`src/rtl/ltl_monitor_pkg.sv`:
```
// Shared types for the LTL monitor cluster: collector FSM states and the
// timestamped report record for the default cluster configuration.
package ltl_monitor_pkg;

    localparam int NUM_REPORTS_DEF = 4;
    localparam int IDX_W_DEF       = 32;

    typedef enum logic [1:0] {
        IDLE   = 2'd0,
        ARMED  = 2'd1,
        FROZEN = 2'd2
    } collector_state_e;

    typedef struct packed {
        logic [NUM_REPORTS_DEF-1:0] reports;
        logic [IDX_W_DEF-1:0]       index;
    } report_rec_t;

endpackage

```
`src/rtl/ltl_report_fifo.sv`:
```
// Synchronous FIFO for report records; clear flushes it, and a push into a
// full FIFO is accepted only when a pop frees a slot in the same cycle.
module ltl_report_fifo
    import ltl_monitor_pkg::*;
#(
    parameter int DEPTH = 8,
    parameter int WIDTH = $bits(report_rec_t)
) (
    input  logic                     clk,
    input  logic                     reset,
    input  logic                     clear,
    input  logic                     push,
    input  logic [WIDTH-1:0]         wr_data,
    input  logic                     pop,
    output logic [WIDTH-1:0]         rd_data,
    output logic                     full,
    output logic                     empty,
    output logic [$clog2(DEPTH):0]   count
);

    localparam int PTR_W = $clog2(DEPTH);
    localparam logic [PTR_W:0] FULL_CNT = (PTR_W + 1)'(DEPTH);

    logic [WIDTH-1:0] mem_q [DEPTH];
    logic [PTR_W-1:0] wr_ptr_q, wr_ptr_d;
    logic [PTR_W-1:0] rd_ptr_q, rd_ptr_d;
    logic [PTR_W:0]   count_q, count_d;
    logic             do_push, do_pop;

    always_comb begin
        do_pop   = 1'b0;
        do_push  = 1'b0;
        wr_ptr_d = wr_ptr_q;
        rd_ptr_d = rd_ptr_q;
        count_d  = count_q;
        if (clear) begin
            wr_ptr_d = '0;
            rd_ptr_d = '0;
            count_d  = '0;
        end else begin
            do_pop  = pop && (count_q != '0);
            do_push = push && ((count_q != FULL_CNT) || do_pop);
            if (do_push) wr_ptr_d = wr_ptr_q + PTR_W'(1);
            if (do_pop)  rd_ptr_d = rd_ptr_q + PTR_W'(1);
            case ({do_push, do_pop})
                2'b10:   count_d = count_q + (PTR_W + 1)'(1);
                2'b01:   count_d = count_q - (PTR_W + 1)'(1);
                default: count_d = count_q;
            endcase
        end
    end

    always_ff @(posedge clk or negedge reset) begin
        if (!reset) begin
            wr_ptr_q <= '0;
            rd_ptr_q <= '0;
            count_q  <= '0;
        end else begin
            wr_ptr_q <= wr_ptr_d;
            rd_ptr_q <= rd_ptr_d;
            count_q  <= count_d;
        end
    end

    // Storage carries no reset; readers only look at it while count is non-zero.
    always_ff @(posedge clk) begin
        if (do_push) mem_q[wr_ptr_q] <= wr_data;
    end

    assign rd_data = mem_q[rd_ptr_q];
    assign full    = (count_q == FULL_CNT);
    assign empty   = (count_q == '0);
    assign count   = count_q;

endmodule

```
`src/rtl/ltl_report_collector.sv`:
```
// Timestamps non-zero automaton report vectors with their symbol index,
// buffers them and drains them over valid/ready with overflow accounting.
module ltl_report_collector
    import ltl_monitor_pkg::*;
#(
    parameter int NUM_REPORTS = 4,
    parameter int IDX_W       = 32,
    parameter int DEPTH       = 8,
    parameter int DROP_W      = 8
) (
    input  logic                   clk,
    input  logic                   reset,
    input  logic                   run,
    input  logic                   arm,
    input  logic                   clear,
    input  logic                   freeze_on_first,
    input  logic [NUM_REPORTS-1:0] reports,
    output logic                   rec_valid,
    input  logic                   rec_ready,
    output logic [NUM_REPORTS-1:0] rec_reports,
    output logic [IDX_W-1:0]       rec_index,
    output logic                   overflow,
    output logic [DROP_W-1:0]      drop_count,
    output logic [1:0]             state_o
);

    typedef struct packed {
        logic [NUM_REPORTS-1:0] reports;
        logic [IDX_W-1:0]       index;
    } rec_t;

    collector_state_e      state_q, state_d;
    logic [IDX_W-1:0]      sym_idx_q, sym_idx_d;
    logic [IDX_W-1:0]      idx_q, idx_d;
    logic                  run_q, run_d;
    logic                  overflow_q, overflow_d;
    logic [DROP_W-1:0]     drop_q, drop_d;
    rec_t                  hold_q, hold_d;

    rec_t                  head;
    rec_t                  wr_rec;
    logic                  fifo_push, fifo_full, fifo_empty;
    logic [$clog2(DEPTH):0] fifo_count;
    logic                  sample, pop_fire, drop;

    assign wr_rec   = '{reports: reports, index: idx_q};
    assign pop_fire = rec_valid && rec_ready;

    always_comb begin
        state_d    = state_q;
        sym_idx_d  = sym_idx_q;
        idx_d      = sym_idx_q;
        run_d      = run;
        overflow_d = overflow_q;
        drop_d     = drop_q;
        hold_d     = fifo_empty ? hold_q : head;
        sample     = (state_q == ARMED) && run_q && (reports != '0);
        fifo_push  = 1'b0;
        drop       = 1'b0;
        if (clear) begin
            state_d    = IDLE;
            sym_idx_d  = '0;
            idx_d      = '0;
            run_d      = 1'b0;
            overflow_d = 1'b0;
            drop_d     = '0;
        end else begin
            fifo_push = sample;
            drop      = sample && fifo_full && !pop_fire;
            case (state_q)
                IDLE: begin
                    if (arm) begin
                        state_d   = ARMED;
                        sym_idx_d = '0;
                    end
                end
                ARMED: begin
                    if (run) sym_idx_d = sym_idx_q + IDX_W'(1);
                    // Freezing happens even when the record itself is dropped.
                    if (sample && freeze_on_first) state_d = FROZEN;
                end
                default: state_d = state_q;
            endcase
            if (drop) begin
                overflow_d = 1'b1;
                if (drop_q != '1) drop_d = drop_q + DROP_W'(1);
            end
        end
    end

    always_ff @(posedge clk or negedge reset) begin
        if (!reset) begin
            state_q    <= IDLE;
            sym_idx_q  <= '0;
            idx_q      <= '0;
            run_q      <= 1'b0;
            overflow_q <= 1'b0;
            drop_q     <= '0;
            hold_q     <= '0;
        end else begin
            state_q    <= state_d;
            sym_idx_q  <= sym_idx_d;
            idx_q      <= idx_d;
            run_q      <= run_d;
            overflow_q <= overflow_d;
            drop_q     <= drop_d;
            hold_q     <= hold_d;
        end
    end

    ltl_report_fifo #(
        .DEPTH (DEPTH),
        .WIDTH ($bits(rec_t))
    ) u_fifo (
        .clk     (clk),
        .reset   (reset),
        .clear   (clear),
        .push    (fifo_push),
        .wr_data (wr_rec),
        .pop     (rec_ready),
        .rd_data (head),
        .full    (fifo_full),
        .empty   (fifo_empty),
        .count   (fifo_count)
    );

    // With the FIFO empty the data outputs keep showing the last head seen.
    assign rec_valid   = (fifo_count != '0);
    assign rec_reports = fifo_empty ? hold_q.reports : head.reports;
    assign rec_index   = fifo_empty ? hold_q.index   : head.index;
    assign overflow    = overflow_q;
    assign drop_count  = drop_q;
    assign state_o     = state_q;

endmodule

```
`config.mk`:
```
export PLATFORM = sky130hd
export DESIGN_NAME = ltl_report_collector
export DESIGN_NICKNAME = d
export VERILOG_FILES = /design/src/rtl/ltl_monitor_pkg.sv /design/src/rtl/ltl_report_fifo.sv /design/src/rtl/ltl_report_collector.sv
export SDC_FILE = /design/constraint.sdc
export NUM_CORES = 1
export LEC_CHECK = 0
export BUFFER_PORTS_ARGS = -buffer_cell sky130_fd_sc_hd__buf_4
export CORE_ASPECT_RATIO = 1.1
export CORE_MARGIN = 2
export CORE_UTILIZATION = 59
export DETAILED_ROUTE_END_ITERATION = 6
export GPL_TIMING_DRIVEN = 1
export PLACE_DENSITY = 0.89
export SLEW_MARGIN = 20
export SYNTH_ARGS = -nofsm -noshare
export SYNTH_HDL_FRONTEND = slang
export SYNTH_SLANG_ARGS = --single-unit
```
`constraint.sdc`:
```
create_clock -name clk -period 9.3 [get_ports clk]
set_input_delay 0.93 -clock clk [delete_from_list [all_inputs] [get_ports clk]]
set_output_delay 0.93 -clock clk [all_outputs]
set_load 0.05 [all_outputs]
```
==> flow_summary.json, run 1 <==
{
  "worstPathMaxFanout": 42,
  "critical_path_class": "register to output port",
  "h-tree-depth": 2,
  "clockBufferDepth": 3,
  "skew_ps": 23.44,
  "ir_drop_mv": 0.2648,
  "status": "finished clean",
  "first_iter_violations": 941,
  "hold_class": "input pin to asynchronous set/reset pin",
  "stdcell_area_um2": 18050,
  "ant_nets": 0,
  "path_clk_slew_ps": 60,
  "period_share": 0.4707,
  "ys_ff_latch": 410,
  "syn-instance-count": 906,
  "fin_crit_ps": 4377,
  "nets": 997,
  "rsz0062_at_grt": "no",
  "final_common_cell": "edfxtp_1",
  "n_antenna_cell": 0,
  "root_buffer": "clkbuf_16",
  "post_cts_buffers": 0,
  "routed_wl_um": 34020,
  "startpoint": "u_fifo.rd_ptr_q[0]",
  "cp.depth": 5,
  "placementRows": 62,
  "initial_core_util": 0.6037,
  "crit_buf_inv": 2,
  "hold_buffers": 0,
  "dr.pass1.iters": 7,
  "yosysUniqueCellTypes": 47,
  "drc_errors": 0,
  "dpl_cell_area_um2": 16750,
  "grt_pass1_wl_um": 53100,
  "dpl.hpwl_um": 18160,
  "viasPerCell": 6.267,
  "tritoncts": "built",
  "crit_slowest_cell": "dfrtp_4",
  "core-area_um2": 26300,
  "r2r_slack_ps": 5830,
  "grt_overflow": 0,
  "io_pins": 59,
  "critPathCapture": "rec_index[13]",
  "r2r_start": "u_fifo.count[0]",
  "portBuffers": 58,
  "fmaxAchievable_mhz": 228.5,
  "post-route-util": 0.6864,
  "die_w_um": 160.4,
  "drv_cap": 0,
  "grt_pass1_vias": 8952,
  "synth_area_per_cell_um2": 17.52,
  "start_kind": "register",
  "mappedNetlistNets": 924,
  "clock_sinks": 410,
  "grt_max_degree": 73,
  "end_kind": "output port",
  "max_stage_delay_ps": 850,
  "synth_seq_area_share": 0.7370,
  "final_cell_mix": "288 x edfxtp_1, 119 x dfrtp_1, 72 x mux4_2, 72 x buf_4, 60 x nand2_1",
  "syn_area_um2": 15880,
  "die_area_um2": 28240,
  "p_per_area_nw_per_um2": 296.8,
  "maxSlewHeadroom": 0.3423,
  "worst_slew_pin_slew_ps": 986.5,
  "routed-via-count": 8535,
  "crit_path_cell_trace": "buf_4 > mux4_2 > mux2i_1 > o21ai_0 > buf_4",
  "hold_viol": 0,
  "insertion_delay_ps": 540,
  "antenna_found_initial": 0,
  "numCtsBuffers": 39,
  "ys.flop_type": "edfxtp_1",
  "syn2layout_area_growth_pct": 13.69,
  "gr-usage-all-layers": 0.2490,
  "drt-wirelength-per-cell_um": 24.98,
  "synth_edf_count": 288,
  "cpMostUsedCell": "buf_4",
  "critPathArrivalTime_ps": 3450,
  "fin_tns_setup_ps": 0,
  "maxSlewViolCount": 0,
  "die_height_um": 176.0,
  "drive_above_1_share": 0.2208,
  "r2r_end": "u_fifo.count[3]",
  "cts-resized-gates": 0,
  "required_ps": 8370,
  "ys_async_sr_fraction": 0.2976,
  "ff2ff_path_depth": 11,
  "finalSetupViolCount": 0,
  "yosysWarnings": 0,
  "cellLeakagePower_nw": 6.664,
  "gp_congestion": 0.7503,
  "critical-path-top-delay-family": "buffers and inverters"
}
## synthesized netlist by cell type, drive strengths merged (12+ instances only)
cell | count | area share
dfrtp | 122 | 0.19
clkbuf | 26 | 0.0061
mux2i | 41 | 0.027
xor2 | 24 | 0.013
mux4 | 72 | 0.10
buf | 15 | 0.0044
o21ai | 46 | 0.015
nand3 | 16 | 0.0050
edfxtp | 288 | 0.54
nor2 | 54 | 0.013
a21oi | 12 | 0.0038
nand2 | 60 | 0.014
nand4 | 15 | 0.0059
nor2b | 35 | 0.014
## report_power, final
| part | internal, W | switching (W) | leakage (nW) | total, W |
|---|---|---|---|---|
| sequential | 0.00204 | 0.0000823 | 4.48 | 0.00212 |
| combinational | 0.000519 | 0.00114 | 1.55 | 0.00166 |
| clock | 0.000918 | 0.000661 | 0.633 | 0.00158 |
| total | 0.00348 | 0.00188 | 6.66 | 0.00536 |
## metrics by stage
stage               setup slack [ps]  hold slack [ps]  std cells  power (W)
floorplan                       4649            460.6        906   0.003344
global placement                5444            474.2       1289   0.003759
detailed placement              5309            486.7       1289   0.003805
CTS                             4806            496.1       1361   0.005382
global route                    4662            534.9       1362   0.005550
finish                          4923            484.1       1362   0.005357
## how the worst min path moves through the flow
stage                            endpoint    startpoint
final                     u_fifo.count[3]         reset
after global routing            hold_q[5]     hold_q[5]
after CTS                       idx_q[17]         reset
after detailed placement       hold_q[32]    hold_q[32]
after global placement         hold_q[31]    hold_q[31]
after floorplan              sym_idx_q[8]  sym_idx_q[8]
## cell type report
class | count | area [µm²]
Tap cell | 352 | 440.4
Clock buffer | 51 | 1052
Fill cell | 1530 | 8248
Timing Repair Buffer | 73 | 554.3
Clock inverter | 21 | 224.0
Sequential cell | 410 | 11710
Inverter | 4 | 15.01
Multi-Input combinational cell | 451 | 4056
## layer usage
| layer | vias up | routed length, µm | global-route usage |
|---|---|---|---|
| met4 | 0 | 849 | 0.07845 |
| met2 | 470 | 17520 | 0.4267 |
| met5 | - | 0 | 0 |
| met1 | 4401 | 13120 | 0.3345 |
| li1 | 3598 | - | - |
| met3 | 66 | 2538 | 0.03946 |
## logic make-up (layout without fill, tap and decap cells)
kind of cell | count (synthesis) | count (layout) | share of synthesized area
adders and majority gates | 7 | 7 | 0.005989
AOI/OAI and AO/OA | 68 | 68 | 0.02364
muxes | 114 | 114 | 0.1295
buffers and inverters | 45 | 149 | 0.01151
xor gates and xnor gates | 35 | 35 | 0.01931
and+or+nand+nor | 227 | 227 | 0.07306
DFF | 410 | 410 | 0.7370
## state kept, by name (all words and copies together) (netlist names)
name             flops
run_q                1
drop_count           8
hold_q              36
overflow             1
idx_q               32
u_fifo.wr_ptr_q      3
u_fifo.rd_ptr_q      3
state_o              2
sym_idx_q           32
u_fifo.count         4
u_fifo.mem_q       288
Power figures use the tool's default switching activity.
==> run 2: changes to the inputs <==
==> constraint.sdc (replaced) <==
create_clock -name clk -period 4.5 [get_ports clk]
set_input_delay 0.45 -clock clk [delete_from_list [all_inputs] [get_ports clk]]
set_output_delay 0.45 -clock clk [all_outputs]
set_load 0.05 [all_outputs]
==> run 2 against run 1 <==
Compared with the run above: sequential share of layout area down 0.18 points; hold slack got worse by 440 ps; non-clock buffer count rose by 1; die area is the same; clock power is 100% higher.
==> flow_summary.json, run 2 (same netlist as run 1, synthesis figures left out) <==
{
  "gr-usage-all-layers": 0.2459,
  "drv_cap": 0,
  "required_ps": 4050,
  "hold_class": "input pin to asynchronous set/reset pin",
  "post_cts_buffers": 0,
  "dr.pass1.iters": 5,
  "dp_slack_ps": 1441,
  "post-route-util": 0.6883,
  "worst_slew_pin_slew_ps": 986.1,
  "nets": 997,
  "dpl_cell_area_um2": 16840,
  "grt_overflow": 0,
  "grt_pass1_wl_um": 52320,
  "stdcell_area_um2": 18100,
  "p_per_area_nw_per_um2": 607.7,
  "ir_drop_mv": 0.5845,
  "io_pins": 59,
  "die_height_um": 176.0,
  "grt_pass1_vias": 8900,
  "fillers": 1549,
  "syn2layout_area_growth_pct": 14.01,
  "placementRows": 62,
  "critical_path_class": "register to output port",
  "finalSetupViolCount": 0,
  "worst_slack_ps": 1120,
  "reg_top3": "u_fifo.mem_q x288, hold_q x36",
  "insertion_delay_ps": 540,
  "drc_errors": 0,
  "start_kind": "register",
  "hold_viol": 0,
  "rsz0062_at_grt": "no",
  "cts-resized-gates": 0,
  "skew_ps": 17.75,
  "status": "finished clean",
  "die_w_um": 160.4,
  "tritoncts": "built",
  "critPathArrivalTime_ps": 2930,
  "end_kind": "output port",
  "cellLeakagePower_nw": 6.671,
  "initial_core_util": 0.6037,
  "largest_register_ffs": 288,
  "fin_tns_setup_ps": 0,
  "antenna_found_initial": 0,
  "period_share": 0.7510,
  "h-tree-depth": 2,
  "die_area_um2": 28240,
  "grt_max_degree": 73,
  "root_buffer": "clkbuf_16",
  "clockBufferDepth": 3,
  "maxSlewViolCount": 0,
  "ant_nets": 0,
  "routed_wl_um": 33400,
  "numCtsBuffers": 38,
  "n_antenna_cell": 0,
  "worstPathMaxFanout": 36,
  "fin_crit_ps": 3380,
  "drt-wirelength-per-cell_um": 24.54,
  "path_clk_slew_ps": 60,
  "gp_congestion": 0.7643,
  "portBuffers": 58,
  "clock_sinks": 410,
  "maxSlewHeadroom": 0.3426,
  "viasPerCell": 6.253,
  "final_common_cell": "edfxtp_1",
  "regMostFlops": "u_fifo.mem_q",
  "dpl.hpwl_um": 17650,
  "fmaxAchievable_mhz": 295.9,
  "drive_above_1_share": 0.2230,
  "routed-via-count": 8511,
  "hold_ws_ps": 40.69,
  "hold_buffers": 0,
  "final_cell_mix": "288 x edfxtp_1, 119 x dfrtp_1, 72 x mux4_2",
  "first_iter_violations": 878,
  "core-area_um2": 26300
}
run 2: cell count changes in the layout (fill, tap and decap cells not counted):
cell        before  now
buf_12           0    6
buf_4           72   68
clkbuf_8         2    6
clkbuf_1        10    7
clkbuf_16       40   38
clkinv_2        10    8
bufinv_16        4    3
clkinv_4         0    1
clkinvlp_4       0    1
inv_6            3    2
run 2: cell type report:
type	count	area, µm²	area share
Clock buffer	51	1060	0.05855
Clock inverter	19	191.4	0.01058
Inverter	4	15.01	0.0008295
Multi-Input combinational cell	451	4056	0.2241
Sequential cell	410	11710	0.6468
Tap cell	352	440.4	0.02433
Timing Repair Buffer	74	630.6	0.03484
run 2: worst max-delay path, stage by stage (launching register included):
cell and delay (ps):
dfrtp_4 750, buf_12 360, mux4_2 570, mux2i_1 280, o21ai_0 170, buf_4 250
run 2: worst paths after layout:
kind | start | endpoint | slack (ps) | cells past startpoint
worst max-delay path | u_fifo.rd_ptr_q[0] | rec_index[9] | 1120 | 5
min in group clk | reports[3] | u_fifo.mem_q[1][35] | 170 | 1
worst min register to register | hold_q[26] | hold_q[26] | 500 | 2
worst min-delay path | reset | run_q | 40 | 1
max in group asynchronous | reset | u_fifo.rd_ptr_q[1] | 3530 | 2
worst max register to register | state_o[1] | u_fifo.mem_q[3][20] | 1530 | 6
run 2: per-layer routing:
metal  track usage  vias to the layer above  share of wire
met5             0                        -              0
met4       0.08859                        0          0.032
met3       0.04440                       84          0.071
met2        0.4088                      443           0.51
met1        0.3332                     4373           0.39
li1              -                     3611              -
run 2: through the flow:
step                      std cells  total power [W]
after floorplan                 906         0.006912
after global placement         1291         0.007766
after detailed placement       1291         0.007848
after CTS                      1361          0.01107
after global routing           1361          0.01141
final                          1361          0.01100
run 2: power by group:
group          switching [W]  internal, W  total (W)
logic                0.00235      0.00107    0.00342
clock network        0.00137      0.00184    0.00322
registers           0.000150      0.00422    0.00437
